[src/rtl/cva6_rvfi_trace_fifo.sv]
// -----------------------------------------------------------------------------
// cva6_rvfi_trace_fifo
//
// Collects the per-cycle retired-instruction records from the RVFI packer (one
// record per commit port) and serializes them into one in-order valid/ready
// stream for a tracer or DPI sink. Each record is tagged with a 64-bit
// retirement order number and the commit port it arrived on. The core is never
// stalled: when a cycle's records do not all fit, the whole cycle is dropped.
// A drop is reported through a sticky overflow flag and a saturating drop
// counter.
//
// Ports:
//   clk_i            clock
//   rst_i            synchronous active-high reset
//   commit_valid_i   per-port record valid
//   commit_record_i  per-port packed records, port p at [p*RecordWidth +: RecordWidth]
//   clear_i          clears overflow_o and drop_cnt_o
//   trace_valid_o    head record available
//   trace_ready_i    sink accepts the head record
//   trace_record_o   head record
//   trace_order_o    retirement order number of the head record
//   trace_port_o     commit port the head record arrived on
//   level_o          current occupancy
//   overflow_o       sticky: at least one record dropped
//   drop_cnt_o       saturating count of dropped records
// -----------------------------------------------------------------------------
module cva6_rvfi_trace_fifo #(
    parameter  int unsigned NrCommitPorts = 2,
    parameter  int unsigned RecordWidth   = 256,
    parameter  int unsigned Depth         = 8,
    parameter  int unsigned DropCntWidth  = 16,
    localparam int unsigned PortW         = (NrCommitPorts > 1) ? $clog2(NrCommitPorts) : 1,
    localparam int unsigned LevelW        = $clog2(Depth) + 1
) (
    input  logic                                 clk_i,
    input  logic                                 rst_i,
    input  logic [NrCommitPorts-1:0]             commit_valid_i,
    input  logic [NrCommitPorts*RecordWidth-1:0] commit_record_i,
    input  logic                                 clear_i,
    output logic                                 trace_valid_o,
    input  logic                                 trace_ready_i,
    output logic [RecordWidth-1:0]               trace_record_o,
    output logic [63:0]                          trace_order_o,
    output logic [PortW-1:0]                     trace_port_o,
    output logic [LevelW-1:0]                    level_o,
    output logic                                 overflow_o,
    output logic [DropCntWidth-1:0]              drop_cnt_o
);

    localparam int unsigned PtrW = (Depth > 1) ? $clog2(Depth) : 1;
    localparam int unsigned CntW = $clog2(NrCommitPorts + 1);

    // Entry storage
    logic [RecordWidth-1:0]  mem_rec   [Depth];
    logic [63:0]             mem_order [Depth];
    logic [PortW-1:0]        mem_port  [Depth];

    // Control state
    logic [PtrW-1:0]         wr_ptr_q;
    logic [PtrW-1:0]         rd_ptr_q;
    logic [LevelW-1:0]       level_q;
    logic [63:0]             order_cnt_q;
    logic                    overflow_q;
    logic [DropCntWidth-1:0] drop_cnt_q;

    // Last popped head, shown while the FIFO is empty
    logic [RecordWidth-1:0]  hold_rec_q;
    logic [63:0]             hold_order_q;
    logic [PortW-1:0]        hold_port_q;

    // Enqueue bookkeeping
    logic [CntW-1:0]         n_valid;
    logic [CntW-1:0]         slot_off [NrCommitPorts];
    logic [PtrW-1:0]         wr_idx   [NrCommitPorts];
    logic [LevelW-1:0]       free_slots;
    logic                    push;
    logic                    drop;
    logic                    pop;
    logic [DropCntWidth-1:0] drop_base;
    logic [DropCntWidth:0]   drop_sum;

    // Valid ports are compacted in ascending index order: each one's slot
    // offset is the number of valid ports below it. The same offset selects
    // both its storage slot and its order number.
    // NOTE: every always_comb output gets a default before any conditional
    // logic, so no path leaves a value unassigned and no latch is inferred;
    // blocking assignments here make the running count visible to the next
    // loop iteration.
    always_comb begin
        n_valid = '0;
        for (int p = 0; p < NrCommitPorts; p++) begin
            slot_off[p] = n_valid;
            wr_idx[p]   = wr_ptr_q + PtrW'(n_valid);
            n_valid     = n_valid + CntW'(commit_valid_i[p]);
        end
    end

    // All-or-nothing acceptance against the registered level only. A pop in
    // this cycle gives no credit, which keeps trace_ready_i out of the
    // acceptance path.
    assign free_slots = LevelW'(Depth) - level_q;
    assign push       = (n_valid != '0) && (free_slots >= LevelW'(n_valid));
    assign drop       = (n_valid != '0) && !(free_slots >= LevelW'(n_valid));
    assign pop        = trace_valid_o && trace_ready_i;

    // A drop coinciding with clear_i restarts the count from this drop.
    assign drop_base  = clear_i ? '0 : drop_cnt_q;
    assign drop_sum   = {1'b0, drop_base} + (DropCntWidth + 1)'(n_valid);

    // NOTE: sequential state uses non-blocking assignments so every register
    // samples the pre-edge values of the others, independent of block order.
    always_ff @(posedge clk_i) begin
        if (rst_i) begin
            wr_ptr_q     <= '0;
            rd_ptr_q     <= '0;
            level_q      <= '0;
            order_cnt_q  <= '0;
            overflow_q   <= 1'b0;
            drop_cnt_q   <= '0;
            hold_rec_q   <= '0;
            hold_order_q <= '0;
            hold_port_q  <= '0;
        end else begin
            if (push) begin
                wr_ptr_q <= wr_ptr_q + PtrW'(n_valid);
            end
            if (pop) begin
                rd_ptr_q     <= rd_ptr_q + PtrW'(1);
                hold_rec_q   <= mem_rec[rd_ptr_q];
                hold_order_q <= mem_order[rd_ptr_q];
                hold_port_q  <= mem_port[rd_ptr_q];
            end
            level_q <= level_q + (push ? LevelW'(n_valid) : '0) - LevelW'(pop);

            // Every valid record consumes an order number, dropped or not.
            order_cnt_q <= order_cnt_q + 64'(n_valid);

            if (drop) begin
                overflow_q <= 1'b1;
                drop_cnt_q <= drop_sum[DropCntWidth] ? '1 : drop_sum[DropCntWidth-1:0];
            end else if (clear_i) begin
                overflow_q <= 1'b0;
                drop_cnt_q <= '0;
            end
        end
    end

    // NOTE: the storage array is deliberately not reset; a slot is only ever
    // read after it has been written, and the empty-FIFO outputs come from the
    // reset hold registers instead.
    always_ff @(posedge clk_i) begin
        if (push && !rst_i) begin
            for (int p = 0; p < NrCommitPorts; p++) begin
                if (commit_valid_i[p]) begin
                    mem_rec[wr_idx[p]]   <= commit_record_i[p*RecordWidth +: RecordWidth];
                    mem_order[wr_idx[p]] <= order_cnt_q + 64'(slot_off[p]);
                    mem_port[wr_idx[p]]  <= PortW'(p);
                end
            end
        end
    end

    // First-word-fall-through head from registered storage
    assign trace_valid_o  = (level_q != '0);
    assign trace_record_o = trace_valid_o ? mem_rec[rd_ptr_q]   : hold_rec_q;
    assign trace_order_o  = trace_valid_o ? mem_order[rd_ptr_q] : hold_order_q;
    assign trace_port_o   = trace_valid_o ? mem_port[rd_ptr_q]  : hold_port_q;
    assign level_o        = level_q;
    assign overflow_o     = overflow_q;
    assign drop_cnt_o     = drop_cnt_q;

endmodule

[config.mk]
export PLATFORM = sky130hd
export DESIGN_NAME = cva6_rvfi_trace_fifo
export DESIGN_NICKNAME = d
export VERILOG_FILES = /design/src/rtl/cva6_rvfi_trace_fifo.sv
export SDC_FILE = /design/constraint.sdc
export NUM_CORES = 2
export LEC_CHECK = 0
export ABC_AREA = 0
export CORE_UTILIZATION = 25
export CTS_CLUSTER_DIAMETER = 120
export DETAILED_ROUTE_END_ITERATION = 6
export PLACE_DENSITY_LB_ADDON = 0.12
export REMOVE_ABC_BUFFERS = 1
export SLEW_MARGIN = 10
export SYNTH_ARGS = -nofsm -noshare
export SYNTH_HDL_FRONTEND = slang
export SYNTH_SLANG_ARGS = --single-unit
[constraint.sdc]
create_clock -name clk_i -period 28.6 [get_ports clk_i]
set_clock_uncertainty 0.15 [all_clocks]
set_input_delay 5.72 -clock clk_i [delete_from_list [all_inputs] [get_ports clk_i]]
set_output_delay 5.72 -clock clk_i [all_outputs]
set_load 0.02 [all_outputs]
**Word level (Yosys, flattened, before mapping)**

Memory sizes are Yosys's and may differ from the RTL's. A register that Yosys moved wholly into a read port is not among the register bits.
Cells that the tools add are included.

- Register bits: 412
- Bits in writable memories: 2568
- Bits of input ports: 518
- Output and inout port bits: 343
- Logic and storage cells: 53
- Memories kept: 3

Memories:

| memory | words | bits a word | read ports | clocked after Yosys merged registers in | write ports | line | text |
|---|---|---|---|---|---|---|---|
| mem_rec | 8 | 256 | 1 | 1 | 2 | 54 | `logic [RecordWidth-1:0] mem_rec [Depth];` |
| mem_order | 8 | 64 | 1 | 1 | 2 | 55 | `logic [63:0] mem_order [Depth];` |
| mem_port | 8 | 1 | 1 | 1 | 2 | 56 | `logic [PortW-1:0] mem_port [Depth];` |

- Add/subtract/negate cells: 10
- Order comparisons: 1
- Multiplexer cells: 21
- Reduce and logical (&&, ||, !) cells: 9

Operators by type and width:

| operator | number |
|---|---|
| $mux W256 | 1 |
| $add A64 B1 Y64 | 1 |
| $add A64 B2 Y64 | 1 |
| $mux W64 | 1 |
| $mux W16 | 3 |
| $mux W3 | 6 |
| $add A16 B2 Y17 | 1 |
| $mux W1 | 9 |
| $add A4 B2 Y4 | 1 |
| $ge A4 B2 Y1 | 1 |
| $logic_and A1 B1 Y1 | 4 |
| $reduce_bool A2 Y1 | 2 |
| $reduce_bool A4 Y1 | 1 |
| $sub A4 B1 Y4 | 1 |
| $sub A4 B4 Y4 const A | 1 |
| $add A3 B1 Y3 | 1 |
| $add A3 B1 Y3 const B | 1 |
| $add A3 B2 Y3 | 1 |
| $add A1 B1 Y2 | 1 |
| $logic_not A1 Y1 | 2 |
| $mux W2 | 1 |

**Longest topological paths before layout**

- Depth after elaboration: 6
- Depth in mapped cells: 15
- Depth with buffers taken out: 14

**Least setup slack after synthesis**

Ideal clock, no wire load.

- Kind: input to register
- Start: input commit_valid_i[0]
- End: memory mem_order[3][0] (enable)
- Library setup time: 2.393 ns
- Arrival time: 13.109 ns
- Required time: 26.057 ns
- Path slack: 12.948 ns
- Stages on the path: 10
- Path buffers: 3
- Path through: inv_1 ha_1 ha_1 nand2b_1 a211o_1 buf_2 o211ai_2 clkbuf_1 buf_1 nand2_1

RTL lines:

| element | line | text |
|---|---|---|
| from (decl) | 37 | `input logic [NrCommitPorts-1:0] commit_valid_i,` |
| to (decl) | 55 |  |

==> flow_results.org <==
** Layout
- Final net count :: 15100
- In the final layout, flip-flops and latches occupy 85400 µm².
- The post-route netlist has 9.94% of its cells at a drive strength greater than 1.
- Compared with the post-synthesis result, the final layout area differs by 17.2%.
- Non-Filler Cell Area, Final :: 176000 µm²
- In the final layout, the multi-input gates occupy 57900 µm².
- The layout has 61100 filler cells.

** Clocking
- In this run, CTS created clock tree buffers numbering 379.
- H-tree level count :: 5
- After clock tree synthesis, the setup repair step added 0 buffers.
- TritonCTS built the clock tree.
- Clock latency on the worst-skew pair, taken at its later pin, is a little over 1000 ps.
- Worst-case clock buffer depth :: 4
- Clock transition time at the flip-flop clock pins of the worst setup and hold paths :: 60 ps
- Clock root buffer :: sky130_fd_sc_hd__clkbuf_16
- After clock tree synthesis, the flow added hold-fix buffers numbering 0.
- Post-cts gate resize count :: 0
- Sinks on Clock Net :: 2983

** Critical path
- Arrival time reported for the critical path endpoint :: about 6000 ps
- STA classifies the critical path endpoint as an output port.
- Along the worst path, the maximum fanout reaches 125.
- STA puts the critical path data required time at 22730 ps.
- Start-to-end type of the worst setup path :: flop to output port
- CP Launch Type :: flop
- For the worst flop-to-flop path, the logic depth is 11.

** Timing
- The worst pin sits at a relative slew slack of 10.5%.
- RSZ-0062 raised after global routing :: no
- Highest clock rate :: 84.6 MHz
- Slew @ Worst Pin :: 1310 ps
- The routed design could run at a clock period as short as roughly 12000 ps.
- Accumulated negative setup slack :: 0 ps
- The total count of hold-check failures in the final report was 0.
- Worst slack on hold paths :: 301 ps
- The count of final max-slew check failures came to 0.
- Count of final setup violators :: 0
- Final clock period utilization by the worst path :: approximately two fifths

** Min path
- The worst hold path belongs to the class flop to flop.
- Number of cells traversed by the worst hold path :: 1

** Synthesis
- Yosys printed 0 warnings.
- In this run the mean area of a mapped cell was 10.4 µm².
- Count of flip-flops with a built-in enable after synthesis :: 2560
- Most used flip-flop cell after synthesis :: sky130_fd_sc_hd__edfxtp_1
- In the post-synthesis netlist, the cell with the most instances is sky130_fd_sc_hd__nand2_1.
- After synthesis, the netlist uses 64 different library cells.
- After synthesis, the cell types taking the most area are sky130_fd_sc_hd__edfxtp_1, sky130_fd_sc_hd__nand2_1, sky130_fd_sc_hd__mux4_2.
- Synthesis inferred 2983 register bits.
- After synthesis, flip-flops and latches occupy 56.7% of the total area.
- Post-synth top area share :: 51.0%
- Leading area contributor after synthesis :: sky130_fd_sc_hd__edfxtp_1
- The cell count after synthesis came out at 14500.
- Sorting the synthesized cells by how often they occur yields sky130_fd_sc_hd__nand2_1, sky130_fd_sc_hd__edfxtp_1, sky130_fd_sc_hd__nor2_1, sky130_fd_sc_hd__mux4_2, sky130_fd_sc_hd__clkbuf_1.
- Mapped Area :: 151000 µm²
- Share of flip-flops with an asynchronous set or reset after synthesis :: 0%

** Drt
- Total number of vias :: 107000
- The first TritonRoute pass finished after 6 iterations.
- DRC violations left :: 0
- Dividing the detail-routed via count by the number of cells gives around 4.7.
- Wire length after detailed routing :: 586000 µm
- DRT antenna net count :: 0
- Initial DRC Count :: around 8500
- After detailed routing, the average wire length per cell comes to 25.6 µm.

** Placement
- The placed instances occupy a cell area of 164000 µm².
- After legalization and detailed placement, the total HPWL measured 348000 µm.
- Routability-driven placement finished with a final weighted congestion of 0.750.
- Buffers added on ports :: 860

** GRT
- Global routing consumed, over all layers together, 18.8% of the routing resources.
- For met2 alone, demand over resource in global routing was 30.1%.
- After global routing, the most crowded layer is met2.
- The via count of the first global-routing pass came to about 110k.
- The number of antenna violations at the first check in global routing came to 121.
- Global routing consumed, on the met3 layer, 2.62% of the routing resources.
- Global-route wire length before repair :: 832000 µm
- Met1 layer usage reported by global route :: 27.2%
- Total gr overflow :: 0
- Pin count of the biggest net entering global routing :: approximately 130

** Floorplan
- Full die area :: a little over 600000 µm²
- The die is 778 µm tall.
- Die span in x :: 778 µm
- Number of primary I/O pins :: around 860
- Number of cell rows :: 284
- The region available for standard cell placement spans 599000 µm².
- Initial core utilization :: 25.1%

** Run status
- The flow ran to the end, and the final reports show no timing, DRC or antenna violations.

** Power and ir drop
- Ratio of total power to cell area :: slightly below 90 nW/µm²
- Leak :: 65.2 nW
- VDD sags by at most 0.0000657 V.

** Run
- Across the run, the number of max-cap violations was 0.
==> sequential cells by signal, summed over array words and instances, names as in the netlist, named ones only <==
name and flops:
mem_rec 2048, mem_order 512, hold_rec_q 256, hold_order_q 64
order_cnt_q 64, drop_cnt_o 16, mem_port 8, level_o 4
rd_ptr_q 3, wr_ptr_q 3, hold_port_q 1, overflow_o 1
==> worst max-delay path: stages, from the launching register on <==
cell and delay [ps]:
sky130_fd_sc_hd__dfxtp_4 780, sky130_fd_sc_hd__buf_4 720, sky130_fd_sc_hd__buf_4 690, sky130_fd_sc_hd__buf_12 720, sky130_fd_sc_hd__mux4_2 410, sky130_fd_sc_hd__mux2i_1 600
sky130_fd_sc_hd__a21oi_1 190, sky130_fd_sc_hd__clkdlybuf4s50_1 590
==> worst paths after layout <==
path	from	endpoint	slack, ps
hold reg to reg	mem_port[2]$_DFF_P_	mem_port[2]$_DFF_P_	300
hold / removal	mem_port[2]$_DFF_P_	mem_port[2]$_DFF_P_	300
setup reg to reg	level_o[0]$_SDFF_PP0_	mem_rec[2][137]$_DFFE_PP_	22070
setup / recovery	flop	trace_record_o[170]	16780
==> cells by family after synthesis <==
group	synth area share, %
AO/OA/AOI/OAI	3.21
flip-flops	56.7
buffers and inverters	5.00
adder cells (fa/ha/maj)	0.228
XOR/XNOR	3.18
AND/OR/NAND/NOR	20.0
multiplexers	11.7
==> cells in the final DEF (no fill, tap or decap), drive strengths merged, types with 11 or more instances in the layout <==
cell type         n
nor3            102
mux4            642
mux2i           322
o21ai            33
buf             254
ha               21
or3              31
diode            45
nand4            66
nor2            946
dfxtp           423
nor4             47
nand2          6375
inv              38
clkinv          146
clkbuf          534
clkdlybuf4s50   859
bufinv           19
and3             14
a21oi           361
xnor2           228
edfxtp         2560
nand3            78
a211oi          325
nor2b            11
xor2            318
==> cell type report <==
| cell class | count | share of cell area [%] |
|---|---|---|
| Clock inverter | 177 | 1.01 |
| Sequential cell | 2983 | 48.4 |
| Clock buffer | 534 | 5.91 |
| Multi-Input combinational cell | 10000 | 32.8 |
| Antenna cell | 45 | 0.0638 |
| Tap cell | 8008 | 5.68 |
| Inverter | 29 | 0.0617 |
| Timing Repair Buffer | 1113 | 6.08 |
==> per-layer routing <==
metal	routed length, µm	part of all wire (%)
met2	267000	45
met5	252	0.043
met4	11300	1.9
met3	31500	5.4
met1	277000	47
==> through the flow <==
stage	util [%]	setup WS, ps	total power, mW	cells
6_report	29.5	16780	15.6	22900
5_1_grt	29.4	16290	16.3	22900
4_1_cts	29.4	16440	15.8	22900
3_5_place_dp	27.4	16010	11.0	22200
3_3_place_gp	27.4	16030	11.0	22200
2_1_floorplan	-	-12210	10.4	13000
==> where the power goes <==
group | leakage (nW) | total, mW | internal (mW) | switching [mW]
Combinational | 32.6 | 5.27 | 1.95 | 3.32
Clock | 5.93 | 4.80 | 2.73 | 2.07
Sequential | 26.7 | 5.50 | 5.33 | 0.167
Power figures use the tool's default switching activity.
==> patch: new RTL, same flow settings <==
Change the parameter `Depth` from 8 to 4.
--- a/src/rtl/cva6_rvfi_trace_fifo.sv
+++ b/src/rtl/cva6_rvfi_trace_fifo.sv
@@ -27,7 +27,7 @@
 module cva6_rvfi_trace_fifo #(
     parameter  int unsigned NrCommitPorts = 2,
     parameter  int unsigned RecordWidth   = 256,
-    parameter  int unsigned Depth         = 8,
+    parameter  int unsigned Depth         = 4,
     parameter  int unsigned DropCntWidth  = 16,
     localparam int unsigned PortW         = (NrCommitPorts > 1) ? $clog2(NrCommitPorts) : 1,
     localparam int unsigned LevelW        = $clog2(Depth) + 1
Ports: changed (resized level_o); port bits go from 861 to 860. The function was not compared with the original's and may differ.
==> patch against the unedited design <==
- count of clock-buffer cells in the layout is 193 lower
- setup slack worse by 0.43 ns
- routed wire length is 44% lower
- power is 36% lower
- area after synthesis is 45% lower
- cell area is 42% lower
- largest power group is now combinational logic
- critical path type is now in2reg
- highest routed layer unchanged
- sequential cell count is 1288 lower
- maximum frequency is 3.5% lower
- die area is 45% lower
==> patch: results (changes against the unedited design) <==
Finish
  • Number of diodes: 29 (was 45)
  • Flip-flop and latch share of the layout cell area: 45.8% (was 48.4%)
  • Non-clock inverter instance count of the final layout: 20 (was 29)
  • Fraction of final layout cells sized beyond drive strength 1: 8.27% (was 9.94%)
  • Layout buffering overhead excluding clock cells: 9.37% (was 6.08%)
  • Multi-input logic cell count: 6394 (was 10.0k)
  • Proportion of cell area spent on the clock network: 6.71% (was 6.93%)
  • Count of clock-net buffers in the final layout: 341 (was 534)
  • Max FFs per register: 1024 (was 2048)
  • Filler cell count in the final layout: 33.6k (was 61.1k)

Detailed routing
  • Number of vias after detailed routing: 65.5k (was 107k)
  • Detailed router's first-iteration violation count: 5623 (was 8478)
  • Final routed wire length divided by cell count: 23.7 microns (was 25.6 microns)
  • Vias per Instance: 4.73 (was 4.67)

Critical path
  • Slack of the worst reg-to-reg path: 21.53 ns (was 22.07 ns)
  • End of the worst register-to-register path: mem_rec[2][98]$_DFFE_PP_ (was mem_rec[2][137]$_DFFE_PP_)
  • Worst endpoint data arrival time: 12.58 ns (was 5.95 ns)
  • Worst path slowest cell: nand3_4 (was dfxtp_4)

Global routing
  • Vias in the first global route: 64.1k (was 107k)
  • First-pass GRT wire length: 470 mm (was 832 mm)
  • Number of antenna violations at the first check in global routing: 64 (was 121)
  • Total routing resource utilization after global routing: 19.2% (was 18.8%)
  • Maximum number of pins on one net before global-route repair: 117 (was 132)

Pwr
  • Portion of total power attributed to the clock network: 26.9% (was 30.8%)
  • Int Pwr: 6160 uW (was 10000 uW)
  • IR drop worst, VDD: 0.0000860 V (was 0.0000657 V)

Min path
  • Start point of the worst hold path: hold_rec_q[44]$_SDFFE_PP0P_ (was mem_port[2]$_DFF_P_)
  • Hold Path Depth: 2 (was 1)

Placement
  • Number of placed cells counting well taps: 13.4k (was 22.2k)
  • Placed Area: 95300 sq um (was 164000 sq um)
  • Placed wire-length estimate: 198 mm (was 348 mm)

Status
  • Result of the run: completed (unchanged)

Clocking
  • Num CTS Buffers: 213 (was 379)

Logic synthesis
  • Count of distinct cell types in the synthesized netlist: 58 (was 64)
  • List of most frequent post-synthesis cells: 4830 x nand2_1, 1280 x edfxtp_1, 415 x dfxtp_1, 389 x clkbuf_1, 356 x a21oi_1 (was 6375 x nand2_1, 2560 x edfxtp_1, 945 x nor2_1, 642 x mux4_2, 542 x clkbuf_1)
  • Sequential fraction of the synthesis area: 56.6% (was 56.7%)
  • Leading cell types by total area after synthesis: edfxtp_1 47%, nand2_1 22%, dfxtp_1 10% (was edfxtp_1 51%, nand2_1 16%, mux4_2 9.6%)
  • Number of flops mapped to enable cells by yosys: 1280 (was 2560)

Die
  • Core region area: 328000 sq um (was 599000 sq um)
-- patch: cell count changes in the layout (fill, tap and decap cells not counted), moves of 29 or more --
cell,unedited run,this run
mux2i_1,322,3
nand2_1,6366,4824
nor2_1,945,160
nand3_1,77,45
edfxtp_1,2560,1280
buf_4,235,103
xor2_1,318,183
mux4_2,642,321
clkinv_1,73,14
clkbuf_16,379,216
a211oi_1,325,0
clkbuf_1,118,89
xnor2_1,227,114
-- patch: cell families after synthesis --
family | Yosys count | share of synthesized area, %
adders and majority gates | 20 | 0.330
and+or+nand+nor | 5344 | 25.4
muxes | 325 | 8.80
AOI/OAI and AO/OA | 408 | 2.58
DFF | 1695 | 56.6
buffers and inverters | 610 | 3.11
xor gates and xnor gates | 297 | 3.15
-- patch: metal layers --
layer / global-route usage [%] / part of all wire, % / vias up
li1: - / - / 30200
met1: 26.2 / 44 / 32600
met2: 31.8 / 47 / 2216
met3: 3.14 / 6.4 / 445
met4: 4.63 / 2.1 / 50
met5: 0 / 0.097 / -
-- patch: worst max-delay path by stage --
stage                                            to              start  slack, ns  cells after the start
after floorplan           mem_order[2][0]$_DFFE_PP_  commit_valid_i[0]     -26.29                      7
after global placement     mem_rec[2][71]$_DFFE_PP_  commit_valid_i[0]      15.31                     12
after detailed placement   mem_rec[2][71]$_DFFE_PP_  commit_valid_i[0]      15.29                     12
after CTS                  mem_rec[2][98]$_DFFE_PP_  commit_valid_i[0]      16.27                     12
after global routing       mem_rec[2][98]$_DFFE_PP_  commit_valid_i[0]      15.89                     12
final                      mem_rec[2][98]$_DFFE_PP_  commit_valid_i[0]      16.35                     12
-- patch: critical path, delay by kind of cell --
kind	cells	cell delay [ns]
AO/OA/AOI/OAI	2	1.22
adder cells (fa/ha/maj)	2	0.78
buffers and inverters	6	3.57
AND/OR/NAND/NOR	2	1.09
